File: config.mk
export PLATFORM = sky130hd
export DESIGN_NAME = vga_timing_gen
export DESIGN_NICKNAME = d
export VERILOG_FILES = /design/src/rtl/vga_timing_pkg.sv /design/src/rtl/vga_axis_counter.sv /design/src/rtl/vga_timing_gen.sv
export SDC_FILE = /design/constraint.sdc
export NUM_CORES = 1
export LEC_CHECK = 0
export CORE_ASPECT_RATIO = 0.5
export CORE_MARGIN = 4
export CORE_UTILIZATION = 30
export DETAILED_ROUTE_END_ITERATION = 10
export SYNTH_ARGS = -nofsm -noshare
export SYNTH_HDL_FRONTEND = slang
export SYNTH_HIERARCHICAL = 1
export SYNTH_SLANG_ARGS = --single-unit
File: constraint.sdc
create_clock -name i_Clk -period 1.9 [get_ports i_Clk]
set_input_delay 0.38 -clock i_Clk [delete_from_list [all_inputs] [get_ports i_Clk]]
set_output_delay 0.38 -clock i_Clk [all_outputs]
set_load 0.05 [all_outputs]
File: src/rtl/vga_timing_pkg.sv
// Shared VGA timing constants and helpers: standard mode geometries,
// polarity encodings and region-boundary arithmetic.
package vga_timing_pkg;

    localparam bit POL_NEG = 1'b0;
    localparam bit POL_POS = 1'b1;

    // 640x480@60, 25.175 MHz pixel clock, 800x525 totals
    localparam int VGA640_H_ACTIVE = 640;
    localparam int VGA640_H_FP     = 16;
    localparam int VGA640_H_SYNC   = 96;
    localparam int VGA640_H_BP     = 48;
    localparam int VGA640_V_ACTIVE = 480;
    localparam int VGA640_V_FP     = 10;
    localparam int VGA640_V_SYNC   = 2;
    localparam int VGA640_V_BP     = 33;
    localparam bit VGA640_SYNC_POL = POL_NEG;

    // 800x600@60, 40 MHz pixel clock, 1056x628 totals
    localparam int SVGA800_H_ACTIVE = 800;
    localparam int SVGA800_H_FP     = 40;
    localparam int SVGA800_H_SYNC   = 128;
    localparam int SVGA800_H_BP     = 88;
    localparam int SVGA800_V_ACTIVE = 600;
    localparam int SVGA800_V_FP     = 1;
    localparam int SVGA800_V_SYNC   = 4;
    localparam int SVGA800_V_BP     = 23;
    localparam bit SVGA800_SYNC_POL = POL_POS;

    function automatic int calc_total(input int active, input int fp, input int sync, input int bp);
        return active + fp + sync + bp;
    endfunction

    function automatic int sync_start(input int active, input int fp);
        return active + fp;
    endfunction

    // Last position (inclusive) of the sync pulse.
    function automatic int sync_end(input int active, input int fp, input int sync);
        return active + fp + sync - 1;
    endfunction

endpackage

File: src/rtl/vga_axis_counter.sv
// Wrap-around position counter for one raster axis, with a registered
// terminal-count flag and the look-ahead value used by the output registers.
module vga_axis_counter #(
    parameter int CNT_W   = 10,
    parameter int TOTAL   = 800,
    parameter int RST_VAL = TOTAL - 1
) (
    input  logic             i_clk,
    input  logic             i_rst_n,
    input  logic             i_adv,
    output logic [CNT_W-1:0] o_cnt,
    output logic [CNT_W-1:0] o_cnt_next,
    output logic             o_tc
);

    localparam logic [CNT_W-1:0] LAST   = CNT_W'(TOTAL - 1);
    localparam logic [CNT_W-1:0] CNT_RV = CNT_W'(RST_VAL);
    localparam logic             TC_RV  = (RST_VAL == TOTAL - 1);

    logic [CNT_W-1:0] cnt_q, cnt_d;
    logic             tc_q, tc_d;

    always_comb begin
        cnt_d = cnt_q;
        if (i_adv) begin
            cnt_d = (cnt_q == LAST) ? '0 : cnt_q + 1'b1;
        end
        tc_d = (cnt_d == LAST);
    end

    always_ff @(posedge i_clk or negedge i_rst_n) begin
        if (!i_rst_n) begin
            cnt_q <= CNT_RV;
            tc_q  <= TC_RV;
        end else begin
            cnt_q <= cnt_d;
            tc_q  <= tc_d;
        end
    end

    assign o_cnt      = cnt_q;
    assign o_cnt_next = cnt_d;
    assign o_tc       = tc_q;

endmodule

File: src/rtl/vga_timing_gen.sv
// Parametrised VGA raster timing generator: column/row counters with
// registered syncs, data-enable, frame strobes and a completed-frame counter.
module vga_timing_gen
    import vga_timing_pkg::*;
#(
    parameter int H_ACTIVE   = VGA640_H_ACTIVE,
    parameter int H_FP       = VGA640_H_FP,
    parameter int H_SYNC     = VGA640_H_SYNC,
    parameter int H_BP       = VGA640_H_BP,
    parameter int V_ACTIVE   = VGA640_V_ACTIVE,
    parameter int V_FP       = VGA640_V_FP,
    parameter int V_SYNC     = VGA640_V_SYNC,
    parameter int V_BP       = VGA640_V_BP,
    parameter bit H_SYNC_POL = VGA640_SYNC_POL,
    parameter bit V_SYNC_POL = VGA640_SYNC_POL,
    parameter int CNT_W      = 10,
    parameter int FRAME_W    = 8
) (
    input  logic               i_Clk,
    input  logic               i_Rst_n,
    input  logic               i_Enable,
    output logic               o_HSync,
    output logic               o_VSync,
    output logic               o_Active,
    output logic               o_SOF,
    output logic               o_EOL,
    output logic               o_EOF,
    output logic [CNT_W-1:0]   o_Col_Count,
    output logic [CNT_W-1:0]   o_Row_Count,
    output logic [FRAME_W-1:0] o_Frame_Count
);

    localparam int H_TOTAL = calc_total(H_ACTIVE, H_FP, H_SYNC, H_BP);
    localparam int V_TOTAL = calc_total(V_ACTIVE, V_FP, V_SYNC, V_BP);
    localparam int MAX_TOTAL = (H_TOTAL > V_TOTAL) ? H_TOTAL : V_TOTAL;

    localparam logic [CNT_W-1:0] H_SS    = CNT_W'(sync_start(H_ACTIVE, H_FP));
    localparam logic [CNT_W-1:0] H_SE    = CNT_W'(sync_end(H_ACTIVE, H_FP, H_SYNC));
    localparam logic [CNT_W-1:0] V_SS    = CNT_W'(sync_start(V_ACTIVE, V_FP));
    localparam logic [CNT_W-1:0] V_SE    = CNT_W'(sync_end(V_ACTIVE, V_FP, V_SYNC));
    localparam logic [CNT_W-1:0] H_ACT_C = CNT_W'(H_ACTIVE);
    localparam logic [CNT_W-1:0] V_ACT_C = CNT_W'(V_ACTIVE);
    localparam logic [CNT_W-1:0] H_LAST  = CNT_W'(H_ACTIVE - 1);
    localparam logic [CNT_W-1:0] V_LAST  = CNT_W'(V_ACTIVE - 1);

    if ((64'd1 << CNT_W) < 64'(MAX_TOTAL)) begin : g_cnt_w_too_small
        $fatal(1, "vga_timing_gen: CNT_W too narrow for raster totals");
    end
    if (H_SYNC < 1 || V_SYNC < 1) begin : g_zero_sync
        $fatal(1, "vga_timing_gen: sync width must be at least 1");
    end

    logic [CNT_W-1:0] col_q, col_d, row_q, row_d;
    logic             h_tc, v_tc, v_adv, wrap;

    // The row advances on the same edge that the column wraps.
    assign v_adv = i_Enable & h_tc;
    assign wrap  = i_Enable & h_tc & v_tc;

    vga_axis_counter #(.CNT_W(CNT_W), .TOTAL(H_TOTAL), .RST_VAL(H_TOTAL - 1)) u_h_cnt (
        .i_clk      (i_Clk),
        .i_rst_n    (i_Rst_n),
        .i_adv      (i_Enable),
        .o_cnt      (col_q),
        .o_cnt_next (col_d),
        .o_tc       (h_tc)
    );

    vga_axis_counter #(.CNT_W(CNT_W), .TOTAL(V_TOTAL), .RST_VAL(V_TOTAL - 1)) u_v_cnt (
        .i_clk      (i_Clk),
        .i_rst_n    (i_Rst_n),
        .i_adv      (v_adv),
        .o_cnt      (row_q),
        .o_cnt_next (row_d),
        .o_tc       (v_tc)
    );

    logic               hsync_q, hsync_d, vsync_q, vsync_d, active_q, active_d;
    logic               sof_q, sof_d, eol_q, eol_d, eof_q, eof_d;
    logic               first_q, first_d;
    logic [FRAME_W-1:0] frame_q, frame_d;

    // Decode from the look-ahead position so every output lines up with the counters.
    always_comb begin
        hsync_d  = ((col_d >= H_SS) && (col_d <= H_SE)) ? H_SYNC_POL : ~H_SYNC_POL;
        vsync_d  = ((row_d >= V_SS) && (row_d <= V_SE)) ? V_SYNC_POL : ~V_SYNC_POL;
        active_d = (col_d < H_ACT_C) && (row_d < V_ACT_C);
        sof_d    = i_Enable && (col_d == '0) && (row_d == '0);
        eol_d    = i_Enable && (col_d == H_LAST) && (row_d < V_ACT_C);
        eof_d    = eol_d && (row_d == V_LAST);
        first_d  = first_q & ~wrap;
        frame_d  = frame_q + FRAME_W'(wrap & ~first_q);
    end

    always_ff @(posedge i_Clk or negedge i_Rst_n) begin
        if (!i_Rst_n) begin
            hsync_q  <= ~H_SYNC_POL;
            vsync_q  <= ~V_SYNC_POL;
            active_q <= 1'b0;
            sof_q    <= 1'b0;
            eol_q    <= 1'b0;
            eof_q    <= 1'b0;
            first_q  <= 1'b1;
            frame_q  <= '0;
        end else begin
            hsync_q  <= hsync_d;
            vsync_q  <= vsync_d;
            active_q <= active_d;
            sof_q    <= sof_d;
            eol_q    <= eol_d;
            eof_q    <= eof_d;
            first_q  <= first_d;
            frame_q  <= frame_d;
        end
    end

    assign o_HSync       = hsync_q;
    assign o_VSync       = vsync_q;
    assign o_Active      = active_q;
    assign o_SOF         = sof_q;
    assign o_EOL         = eol_q;
    assign o_EOF         = eof_q;
    assign o_Col_Count   = col_q;
    assign o_Row_Count   = row_q;
    assign o_Frame_Count = frame_q;

endmodule

==> results of run 1 <==
[placed cells by master (no fill, tap or decap), drive strengths merged, types with 2 or more instances in the layout]
cell type | netlist | layout
nand2b | 4 | 4
inv | 5 | 5
and3b | 2 | 2
o22ai | 3 | 3
and4 | 2 | 2
nor4 | 7 | 7
or3 | 3 | 3
nor4b | 2 | 2
xor2 | 9 | 9
nor3 | 7 | 7
o21ai | 7 | 7
nor2b | 2 | 2
dfrtp | 22 | 22
xnor2 | 11 | 11
ha | 5 | 5
a21oi | 4 | 4
dfstp | 15 | 15
nor3b | 2 | 2
nand2 | 15 | 15
nand4bb | 3 | 3
nand3 | 14 | 14
nand4 | 11 | 11
and3 | 3 | 3
clkdlybuf4s50 | 0 | 4
clkbuf | 1 | 6
and2 | 2 | 2
buf | 1 | 109
nor2 | 11 | 11
[per-stage QoR]
stage / hold WS [ps] / utilization [%] / area, sq um / setup slack (ps) / setup TNS, ps
CTS: 486 / 53.1 / 3280 / -135 / -515
finish: 486 / 55.9 / 3460 / -159 / -543
detailed placement: 274 / 48.5 / 3000 / -584 / -7960
global placement: 271 / 48.5 / 3000 / -555 / -7110
floorplan: 84.4 / - / 2030 / -191 / -420
global route: 511 / 55.9 / 3460 / -257 / -1120
[worst paths after layout]
path | cells past startpoint | start | slack, ps | endpoint
worst min-delay path | 1 | o_Frame_Count[7] | 490 | o_Frame_Count[7]
worst min register to register | 1 | o_Frame_Count[7] | 490 | o_Frame_Count[7]
worst max register to register | 7 | u_h_cnt/o_cnt[0] | -160 | o_EOF
min in group asynchronous | 2 | i_Rst_n | 500 | u_h_cnt/o_cnt[7]
worst max-delay path | 7 | u_h_cnt/o_cnt[0] | -160 | o_EOF
max in group asynchronous | 3 | i_Rst_n | 850 | u_v_cnt/o_tc
[power groups by stage]
stage | combinational, mW | clock, mW | sequential (mW)
2_1_floorplan | 0.214 | 0 | 1.21
5_1_grt | 1.08 | 0.993 | 1.01
3_5_place_dp | 0.961 | 0 | 1.00
4_1_cts | 0.983 | 0.951 | 0.997
6_report | 1.03 | 0.938 | 1.00
3_3_place_gp | 0.955 | 0 | 1.01
[worst reg2reg max path, stage by stage (launching register included)]
cell and delay (ps):
dfstp_4 640, ha_4 170, nand4bb_4 150, o211a_1 250
a211o_1 270, nor2b_2 160, nand3_2 100, nor4_2 240
[per-layer routing]
metal  wire, um  track usage (%)  vias up  share of wire [%]
li1           -                -      912                  -
met4         47             4.46        0               0.80
met5          0                0        -                  0
met3        277             3.49        8                4.7
met1       2640             19.1      941                 45
met2       2870             24.8       51                 49
[cell type report]
cell class,count,area (sq um),area share [%]
clock buffer,6,129,3.73
multi-input combinational,138,1190,34.3
inverter,5,18.8,0.543
sequential,37,980,28.3
tap,88,110,3.18
clock inverter,2,38.8,1.12
timing repair buffer,115,993,28.7
[cells by family after synthesis]
logic type,Yosys count
and+or+nand+nor,93
DFF,37
xor gates and xnor gates,20
AOI/OAI and AO/OA,19
buffers and inverters,7
adders and majority gates,5
muxes,1
[timing repair]
| action | CTS | global route |
|---|---|---|
| endpoints found under the hold margin | 6 | 0 |
| setup endpoints to repair | 12 | 14 |
| gates resized for setup | 18 | 23 |
| hold buffers | 1 | 0 |
| pin swaps | 13 | 12 |
| setup buffers | 5 | 8 |
==> reports/metrics.json, run 1 <==
{
  "outcome": {
    "run_status": "finished with violations",
    "violations": "setup timing"
  },
  "synth": {
    "yosys.area.top_type_share_pct": 28.2,
    "synth_simple_gate_area_share_pct": 31.4,
    "netlist_top_cells_area": "dfrtp_1 28%, dfstp_2 20%, xnor2_1 4.9%",
    "synth_compound_gate_area_share_pct": 6.08,
    "asyncSetResetFlopFracSynth_pct": 100,
    "synth_edf_count": 0,
    "yosys_register_bits": 37,
    "top_cell_type_by_total_area_after_synthesis": "dfrtp_1",
    "yosysSeqAreaShare_pct": 48.3,
    "synth_common_cells": "22 x dfrtp_1, 15 x dfstp_2, 14 x nand2_1, 13 x nand3_1",
    "synth_xor_area_share_pct": 8.96,
    "synth.mux.area_fraction_pct": 0.512,
    "synth_fa_ha_area_share_pct": 3.20,
    "syn_avg_cell_area_sq_um": 10.7,
    "synthesis.nets": 190,
    "unique_cell_type_count_in_the_yosys_netlist": 45,
    "yosysWarnings": 6,
    "synth_top_family_by_area": "simple AND/OR/NAND/NOR gates",
    "syn_inst": 182,
    "syn-cell-area_sq_um": 1950,
    "ys.flop_type": "dfrtp_1",
    "synth.most_common_cell": "dfrtp_1"
  },
  "timing": {
    "fraction_of_the_cycle_the_final_worst_path_needs_pct": 108,
    "grt_setup_unrepaired": "true",
    "tightest_slew_ps": 491,
    "slew_viol_final": 0,
    "layout_min_cycle_time_ps": 2060,
    "clock_skew_ps": 5.81,
    "final_setup_violation_count": 5,
    "timing.fmax_mhz": 486,
    "post-route-worst-setup-slack_ps": -159,
    "report.final.hold_viol_count": 0,
    "relSlewSlack_pct": 67.1
  },
  "pwr": {
    "internal_power_mw": 2.05,
    "sw_frac_of_total_pct": 30.8,
    "power.combinational.fraction_pct": 34.6,
    "power_per_cell_area_nw_per_um2": 858,
    "power.leakage_nw": 1.53,
    "design_power_total_mw": 2.96,
    "p_clk_share_pct": 31.6,
    "share_of_power_burned_in_registers_pct": 33.7,
    "p_switching_uw": 914,
    "max-vdd-ir-drop_mv": 1.07
  },
  "cells_and_area": {
    "finalNonFillerCells": 391,
    "num-fill-cells": 530,
    "final_stage_net_count": 310,
    "diodes": 0,
    "area_delta_synth_final_pct": 76.9,
    "drive_above_1_share_pct": 60.4
  },
  "critical_path": {
    "worstSetupPathType": "reg -> reg",
    "timing.critical_path.from_type": "flop",
    "timing.critical_path.max_delay_family": "simple AND/OR/NAND/NOR gates",
    "timing.critical_path.slowest_cell_delay_ps": 640,
    "cp-end-kind": "flop",
    "crit_slowest_cell": "dfstp_4",
    "critPathRequiredTime_ps": 2090,
    "cp_cell_sequence": "ha_4, nand4bb_4, o211a_1, a211o_1, nor2b_2, nand3_2, nor4_2",
    "critical_path_buf_inv_count": 0,
    "path_max_fanout": 4,
    "cp.arrival_ps": 2250
  },
  "drt": {
    "drt-pass1-iter-count": 4,
    "detail_route.vias_per_cell": 4.89,
    "iteration_0_drc_count_of_the_detailed_router": 102,
    "route.antenna.remaining_nets": 0,
    "dr_total_vias": 1912,
    "post_drt_wl_per_cell_um": 14.9,
    "drt_drc_violations_left": 0,
    "route.final.wire_length_mm": 5.84
  },
  "placement": {
    "dp_hpwl_mm": 4.31,
    "final_weighted_congestion_in_routability_driven_placement": 0.927,
    "place.port_buffers": 36,
    "dp_cells": 369
  },
  "hold_path": {
    "worst_hold_path_type": "reg -> reg"
  },
  "die": {
    "floorplan.initialDensity_pct": 31.6,
    "die_height_um": 65.1,
    "floorplan.core_area_sq_um": 6180,
    "placement_rows": 20,
    "ioPinCount": 37,
    "die_w_um": 122,
    "die_area_sq_um": 7950
  },
  "global_routing": {
    "via_count_of_the_first_global_routing_pass": 1869,
    "grt_start_max_net_pins": 15,
    "antenna_violations_before_repair": 0,
    "grt_first_pass_wirelength_mm": 9.14,
    "global_route.overflow_total": 0,
    "groute.usage.overall_pct": 14.8
  },
  "clock_network": {
    "tritoncts_clock_tree": "yes",
    "worstSkewPairLatency_ps": 280,
    "htree_num_levels": 2,
    "clk_transition_reported_paths_ps": 60,
    "cts-root-to-sink-buffers": 2,
    "numCtsBuffers": 5,
    "cts.root.buffer_cell": "clkbuf_16",
    "numClockSinks": 37
  },
  "flow_run": {
    "max-cap-violations": 0
  }
}
Note: power is estimated with default switching activity, not from simulation.
==> inputs of run 2 (changes only) <==
CORE_UTILIZATION = 46   (was 30)
GPL_TIMING_DRIVEN = 1   (was not set)
PLACE_DENSITY = 0.75   (was not set)
==> reports/metrics.json, run 2 (same netlist as run 1, synthesis figures left out) <==
{
  "pwr": {
    "power_per_cell_area": {"value": 792, "unit": "nW/um^2", "change": "-7.6%"},
    "internal_power": {"value": 1.63, "unit": "mW", "change": "-20%"},
    "max-vdd-ir-drop": {"value": 0.971, "unit": "mV", "change": "-9.4%"},
    "share_of_power_burned_in_registers": {"value": 39.1, "unit": "%", "change": "+5.4 points"},
    "sw_frac_of_total": {"value": 34.8, "unit": "%", "change": "+4.0 points"},
    "p_clk_share": {"value": 22.0, "unit": "%", "change": "-9.6 points"},
    "p_switching": {"value": 874, "unit": "uW", "change": "-4.4%"},
    "power.leakage": {"value": 1.43, "unit": "nW", "change": "-6.3%"},
    "power.combinational.fraction": {"value": 38.9, "unit": "%", "change": "+4.3 points"}
  },
  "global_routing": {
    "grt_start_max_net_pins": {"value": 38, "change": "+23"},
    "antenna_violations_before_repair": {"value": 0, "change": "unchanged"},
    "global_route.overflow_total": {"value": 0, "change": "unchanged"},
    "grt_first_pass_wirelength": {"value": 9.11, "unit": "mm", "change": "-0.37%"},
    "groute.usage.overall": {"value": 22.1, "unit": "%", "change": "+7.3 points"},
    "via_count_of_the_first_global_routing_pass": {"value": 1872, "change": "+0.16%"}
  },
  "critical_path": {
    "depth_of_the_most_critical_reg_to_reg_path": {"value": 7, "change": "unchanged"},
    "timing.critical_path.slowest_cell_delay": {"value": 640, "unit": "ps", "change": "about the same"},
    "worstSetupPathType": "reg -> reg",
    "cp_cell_sequence": "buf_4, nand2_1, nor3_2, xor2_1, nor4b_2, nand2b_1, nor4_2",
    "cp-end-kind": "flop",
    "critPathRequiredTime": {"value": 2090, "unit": "ps", "change": "about the same"},
    "path_max_fanout": {"value": 5, "change": "+1"},
    "timing.critical_path.from_type": "flop",
    "crit_slowest_cell": "dfstp_4",
    "cp.arrival": {"value": 2300, "unit": "ps", "change": "+50 ps"}
  },
  "drt": {
    "iteration_0_drc_count_of_the_detailed_router": {"value": 99, "change": "-2.9%"},
    "dr_total_vias": {"value": 1868, "change": "-2.3%"},
    "route.final.wire_length": {"value": 5.71, "unit": "mm", "change": "-2.2%"},
    "drt-pass1-iter-count": {"value": 4, "change": "unchanged"},
    "post_drt_wl_per_cell": {"value": 16.6, "unit": "um", "change": "+11%"},
    "drt_drc_violations_left": {"value": 0, "change": "unchanged"},
    "route.antenna.remaining_nets": {"value": 0, "change": "unchanged"},
    "detail_route.vias_per_cell": {"value": 5.41, "change": "+11%"}
  },
  "cells_and_area": {
    "area.sequential": {"value": 980, "unit": "sq um", "change": "unchanged"},
    "area_delta_synth_final_pct": 62.0,
    "highest_count_cells_in_the_layout_ignoring_fill_and_taps": "82 x buf_4, 15 x dfrtp_1, 14 x nand2_1",
    "final_stage_net_count": {"value": 298, "change": "-3.9%"},
    "mostFrequentLayoutCell": "buf_4",
    "num-fill-cells": {"value": 247, "change": "-53%"},
    "drive_above_1_share": {"value": 52.6, "unit": "%", "change": "-7.8 points"},
    "multi_input_area": {"value": 1100, "unit": "sq um", "change": "-7.3%"},
    "diodes": {"value": 0, "change": "unchanged"}
  },
  "clock_network": {
    "worstSkewPairLatency": {"value": 290, "unit": "ps", "change": "about the same"},
    "htree_num_levels": {"value": 2, "change": "unchanged"},
    "clk_transition_reported_paths": {"value": 80, "unit": "ps", "change": "+20 ps"},
    "numClockSinks": {"value": 37, "change": "unchanged"},
    "hold_buffers": {"value": 0, "change": "-1"},
    "tritoncts_clock_tree": "yes",
    "numCtsBuffers": {"value": 5, "change": "unchanged"},
    "cts.root.buffer_cell": "clkbuf_8",
    "cts-root-to-sink-buffers": {"value": 2, "change": "unchanged"}
  },
  "timing": {
    "slew_viol_final": {"value": 0, "change": "unchanged"},
    "clock_skew": {"value": 8.00, "unit": "ps", "change": "+2.19 ps"},
    "layout_min_cycle_time": {"value": 2100, "unit": "ps", "change": "+45.2 ps"},
    "timing.fmax": {"value": 475, "unit": "MHz", "change": "-2.2%"},
    "fraction_of_the_cycle_the_final_worst_path_needs": {"value": 111, "unit": "%", "change": "+2.4 points"},
    "post-route-worst-setup-slack": {"value": -204, "unit": "ps", "change": "-45.2 ps"},
    "report.final.hold_viol_count": {"value": 0, "change": "unchanged"},
    "setup_total_negative_slack": {"value": -732, "unit": "ps", "change": "-189 ps"},
    "final_setup_violation_count": {"value": 6, "change": "+1"},
    "tightest_slew": {"value": 501, "unit": "ps", "change": "+9.29 ps"},
    "relSlewSlack": {"value": 66.6, "unit": "%", "change": "-0.57 points"},
    "grt_setup_unrepaired": "true"
  },
  "die": {
    "die_area": {"value": 5420, "unit": "sq um", "change": "-32%"},
    "die_w": {"value": 100, "unit": "um", "change": "-18%"},
    "ioPinCount": {"value": 37, "change": "unchanged"},
    "die_height": {"value": 54.1, "unit": "um", "change": "-17%"},
    "floorplan.initialDensity": {"value": 48.8, "unit": "%", "change": "+17 points"},
    "placement_rows": {"value": 16, "change": "-20%"},
    "floorplan.core_area": {"value": 4000, "unit": "sq um", "change": "-35%"}
  },
  "placement": {
    "dp_hpwl": {"value": 4.04, "unit": "mm", "change": "-6.2%"},
    "place.port_buffers": {"value": 36, "change": "unchanged"},
    "final_weighted_congestion_in_routability_driven_placement": {"value": 0.887, "change": "-4.3%"},
    "pre_cts_slack": {"value": -497, "unit": "ps", "change": "+86.9 ps"}
  },
  "outcome": {
    "violations": "setup timing",
    "run_status": "finished with violations"
  },
  "hold_path": {
    "worst_hold_path_type": "reg -> reg",
    "hold_path_depth": {"value": 1, "change": "unchanged"}
  },
  "flow_run": {
    "max-cap-violations": {"value": 0, "change": "unchanged"}
  }
}
run 2: cell type report:
class                           count  area share (%)
Multi-Input combinational cell    138            34.8
Sequential cell                    37            30.9
Timing Repair Buffer              103            28.8
Clock buffer                        5            2.17
Tap cell                           54            2.13
Inverter                            5           0.593
Clock inverter                      3           0.553
run 2: worst max-delay path, delay by kind of cell (launching register included):
| family | cells | cell delay [ps] |
|---|---|---|
| and+or+nand+nor | 5 | 1040 |
| DFF | 1 | 640 |
| xor gates and xnor gates | 1 | 170 |
| buffers and inverters | 1 | 150 |
run 2: power by group through the flow:
stage / sequential (mW) / clock [mW] / combinational [mW]
floorplan: 1.21 / 0 / 0.214
global placement: 0.983 / 0 / 0.941
detailed placement: 0.982 / 0 / 0.956
CTS: 0.975 / 0.559 / 0.970
global route: 0.988 / 0.613 / 1.03
finish: 0.981 / 0.552 / 0.974
run 2: repair_timing:
item                                    in CTS  in global routing
pin swaps                                   11                  7
cloned                                       0                  0
buffers inserted                             2                  2
resized for setup                           10                 12
endpoints found under the setup margin       7                 12
run 2: worst paths after layout:
| path | startpoint | slack, ps | to |
|---|---|---|---|
| hold reg to reg | o_Frame_Count[7] | 470 | o_Frame_Count[7] |
| setup / recovery | u_h_cnt/o_cnt[0] | -200 | o_EOF |
| setup reg to reg | u_h_cnt/o_cnt[0] | -200 | o_EOF |
| hold / removal | o_Frame_Count[7] | 470 | o_Frame_Count[7] |
| max in group asynchronous | i_Rst_n | 1030 | u_v_cnt/o_cnt[0] |
| min in group asynchronous | i_Rst_n | 510 | u_h_cnt/o_cnt[5] |
run 2: metal layers:
metal  global-route usage (%)  up-vias  part of all wire, %
met5                        0        -                    0
met4                     6.71        0                  2.1
met3                     4.66       12                  5.6
met2                     39.5       55                   49
met1                     27.6      918                   43
li1                         -      883                    -
run 2: per-stage QoR:
step	instances	hold WS, ps	instance area, sq um	util (%)	power (mW)
after global routing	345	514	3170	79.1	2.64
final	345	473	3170	79.1	2.51
after detailed placement	334	465	2960	74.0	1.94
after floorplan	182	84.4	2030	-	1.43
after CTS	344	480	3090	77.2	2.50
after global placement	334	462	2960	74.0	1.92
==> inputs of run 3 (changes only) <==
CORE_ASPECT_RATIO = 1.2   (was 0.5)
CTS_CLUSTER_SIZE = 14   (was not set)
==> reports/metrics.json, run 3 (same netlist as run 1, synthesis figures left out) <==
{
  "clock_network": {
    "clk_transition_reported_paths": {"value": 80, "unit": "ps", "change": "about the same"},
    "hold_buffers": {"value": 0, "change": "unchanged"},
    "worstSkewPairLatency": {"value": 290, "unit": "ps", "change": "about the same"},
    "numCtsBuffers": {"value": 5, "change": "unchanged"},
    "htree_num_levels": {"value": 2, "change": "unchanged"},
    "tritoncts_clock_tree": "yes",
    "cts-root-to-sink-buffers": {"value": 2, "change": "unchanged"},
    "cts.root.buffer_cell": "clkbuf_8",
    "numClockSinks": {"value": 37, "change": "unchanged"}
  },
  "cells_and_area": {
    "highest_count_cells_in_the_layout_ignoring_fill_and_taps": "89 x buf_4, 15 x dfrtp_1, 13 x nand2_1",
    "mostFrequentLayoutCell": "buf_4",
    "postLayoutCellArea": {"value": 3370, "unit": "sq um", "change": "+6.6%"},
    "drive_above_1_share": {"value": 59.6, "unit": "%", "change": "+7.0 points"},
    "finalNonFillerCells": {"value": 356, "change": "+3.2%"},
    "area_delta_synth_final_pct": 72.7,
    "diodes": {"value": 0, "change": "unchanged"},
    "final_stage_net_count": {"value": 309, "change": "+3.7%"},
    "utilization": {"value": 83.6, "unit": "%", "change": "+4.6 points"}
  },
  "die": {
    "placement_rows": {"value": 25, "change": "+9"},
    "die_w": {"value": 67.5, "unit": "um", "change": "-33%"},
    "die_area": {"value": 5360, "unit": "sq um", "change": "-1.1%"},
    "ioPinCount": {"value": 37, "change": "unchanged"},
    "floorplan.core_area": {"value": 4040, "unit": "sq um", "change": "+0.78%"},
    "floorplan.initialDensity": {"value": 48.4, "unit": "%", "change": "-0.38 points"},
    "die_height": {"value": 79.4, "unit": "um", "change": "+47%"}
  },
  "timing": {
    "timing.fmax": {"value": 468, "unit": "MHz", "change": "-1.6%"},
    "worst_hold_slack": {"value": 494, "unit": "ps", "change": "+21.4 ps"},
    "slew_viol_final": {"value": 0, "change": "unchanged"},
    "relSlewSlack": {"value": 66.1, "unit": "%", "change": "-0.46 points"},
    "grt_setup_unrepaired": "true",
    "final_setup_violation_count": {"value": 8, "change": "+2"},
    "post-route-worst-setup-slack": {"value": -237, "unit": "ps", "change": "-33.3 ps"},
    "clock_skew": {"value": 1.85, "unit": "ps", "change": "-6.15 ps"},
    "fraction_of_the_cycle_the_final_worst_path_needs": {"value": 112, "unit": "%", "change": "+1.8 points"},
    "tightest_slew": {"value": 507, "unit": "ps", "change": "+6.17 ps"},
    "report.final.hold_viol_count": {"value": 0, "change": "unchanged"},
    "layout_min_cycle_time": {"value": 2140, "unit": "ps", "change": "+33.3 ps"},
    "setup_total_negative_slack": {"value": -1190, "unit": "ps", "change": "-456 ps"}
  },
  "placement": {
    "dp_hpwl": {"value": 4.29, "unit": "mm", "change": "+6.1%"},
    "final_weighted_congestion_in_routability_driven_placement": {"value": 0.889, "change": "+0.21%"},
    "place.port_buffers": {"value": 36, "change": "unchanged"},
    "pre_cts_slack": {"value": -708, "unit": "ps", "change": "-210 ps"},
    "place_area": {"value": 2930, "unit": "sq um", "change": "-1.0%"},
    "dp_cells": {"value": 329, "change": "-1.5%"}
  },
  "pwr": {
    "power_per_cell_area": {"value": 761, "unit": "nW/um^2", "change": "-3.9%"},
    "power.combinational.fraction": {"value": 38.9, "unit": "%", "change": "about the same"},
    "design_power_total": {"value": 2.57, "unit": "mW", "change": "+2.4%"},
    "sw_frac_of_total": {"value": 34.5, "unit": "%", "change": "-0.36 points"},
    "p_clk_share": {"value": 23.1, "unit": "%", "change": "+1.1 points"},
    "share_of_power_burned_in_registers": {"value": 38.0, "unit": "%", "change": "-1.1 points"},
    "p_switching": {"value": 885, "unit": "uW", "change": "+1.4%"},
    "max-vdd-ir-drop": {"value": 0.869, "unit": "mV", "change": "-11%"},
    "internal_power": {"value": 1.68, "unit": "mW", "change": "+3.0%"},
    "power.leakage": {"value": 1.51, "unit": "nW", "change": "+5.4%"}
  },
  "drt": {
    "iteration_0_drc_count_of_the_detailed_router": {"value": 87, "change": "-12%"},
    "dr_total_vias": {"value": 2004, "change": "+7.3%"},
    "drt-pass1-iter-count": {"value": 4, "change": "unchanged"},
    "post_drt_wl_per_cell": {"value": 18.3, "unit": "um", "change": "+10%"},
    "detail_route.vias_per_cell": {"value": 5.63, "change": "+4.0%"},
    "route.final.wire_length": {"value": 6.50, "unit": "mm", "change": "+14%"},
    "drt_drc_violations_left": {"value": 0, "change": "unchanged"},
    "route.antenna.remaining_nets": {"value": 0, "change": "unchanged"}
  },
  "global_routing": {
    "antenna_violations_before_repair": {"value": 0, "change": "unchanged"},
    "grt_first_pass_wirelength": {"value": 10.2, "unit": "mm", "change": "+12%"},
    "global_route.overflow_total": {"value": 0, "change": "unchanged"},
    "grt_start_max_net_pins": {"value": 38, "change": "unchanged"},
    "groute.usage.overall": {"value": 25.2, "unit": "%", "change": "+3.1 points"},
    "via_count_of_the_first_global_routing_pass": {"value": 2148, "change": "+15%"}
  },
  "outcome": {
    "run_status": "finished with violations",
    "violations": "setup timing"
  },
  "critical_path": {
    "cp-end-kind": "flop",
    "worstSetupPathType": "reg -> reg",
    "timing.critical_path.from_type": "flop",
    "critPathRequiredTime": {"value": 2100, "unit": "ps", "change": "about the same"},
    "path_max_fanout": {"value": 4, "change": "-1"},
    "cp.arrival": {"value": 2340, "unit": "ps", "change": "+40 ps"}
  },
  "flow_run": {
    "max-cap-violations": {"value": 0, "change": "unchanged"}
  },
  "hold_path": {
    "worst_hold_path_type": "reg -> reg"
  }
}
## run 3: changes by cell type in the layout (fill, tap and decap cells not counted), moves of 2 or more
cell and change:
xor2_2 +2, nor2_1 -2, buf_6 +4, o21ai_0 -2
o21ai_2 +2, xor2_1 -2, buf_4 +7
## run 3: repair_timing
item                                    in CTS  in global routing
pin swaps                                   10                 19
resized for setup                           20                 26
setup buffers                                9                 12
endpoints found under the setup margin      16                 14
## run 3: critical path, cell delays in order (launching register included)
cell	delay (ps)
dfstp_4	630
buf_6	120
nand4_4	140
nor3_4	200
xor2_2	160
nor4b_2	390
nand2b_1	140
nor4_2	270
## run 3: power groups by stage
stage          Sequential, mW  Combinational, mW  Clock [mW]
2_1_floorplan            1.21              0.214           0
3_3_place_gp            0.975              0.939           0
3_5_place_dp            0.977              0.949           0
4_1_cts                 0.968              0.993       0.598
5_1_grt                 0.988               1.05       0.635
6_report                0.977              0.999       0.592
## run 3: metal layers
metal	vias up	routed length [um]	global-route usage (%)
met1	984	2370	29.8
met2	86	3510	42.8
met4	0	274	11.6
li1	907	-	-
met5	-	0	0
met3	27	341	5.21
## run 3: worst paths after layout
kind | cells past startpoint | slack [ps] | start | end
setup / recovery | 7 | -240 | u_h_cnt/o_cnt[4] | o_EOF
hold / removal | 1 | 490 | o_Frame_Count[7] | o_Frame_Count[7]
setup reg to reg | 7 | -240 | u_h_cnt/o_cnt[4] | o_EOF
hold reg to reg | 1 | 490 | o_Frame_Count[7] | o_Frame_Count[7]
max in group asynchronous | 2 | 1030 | i_Rst_n | u_v_cnt/o_cnt[0]
min in group asynchronous | 2 | 510 | i_Rst_n | o_Active
## run 3: area by class of cell
type	count	area, sq um
fill	203	661
timing repair buffer	114	1020
clock inverter	2	13.8
tap	54	67.6
clock buffer	6	82.6
multi-input combinational	138	1190
sequential	37	980
inverter	5	18.8
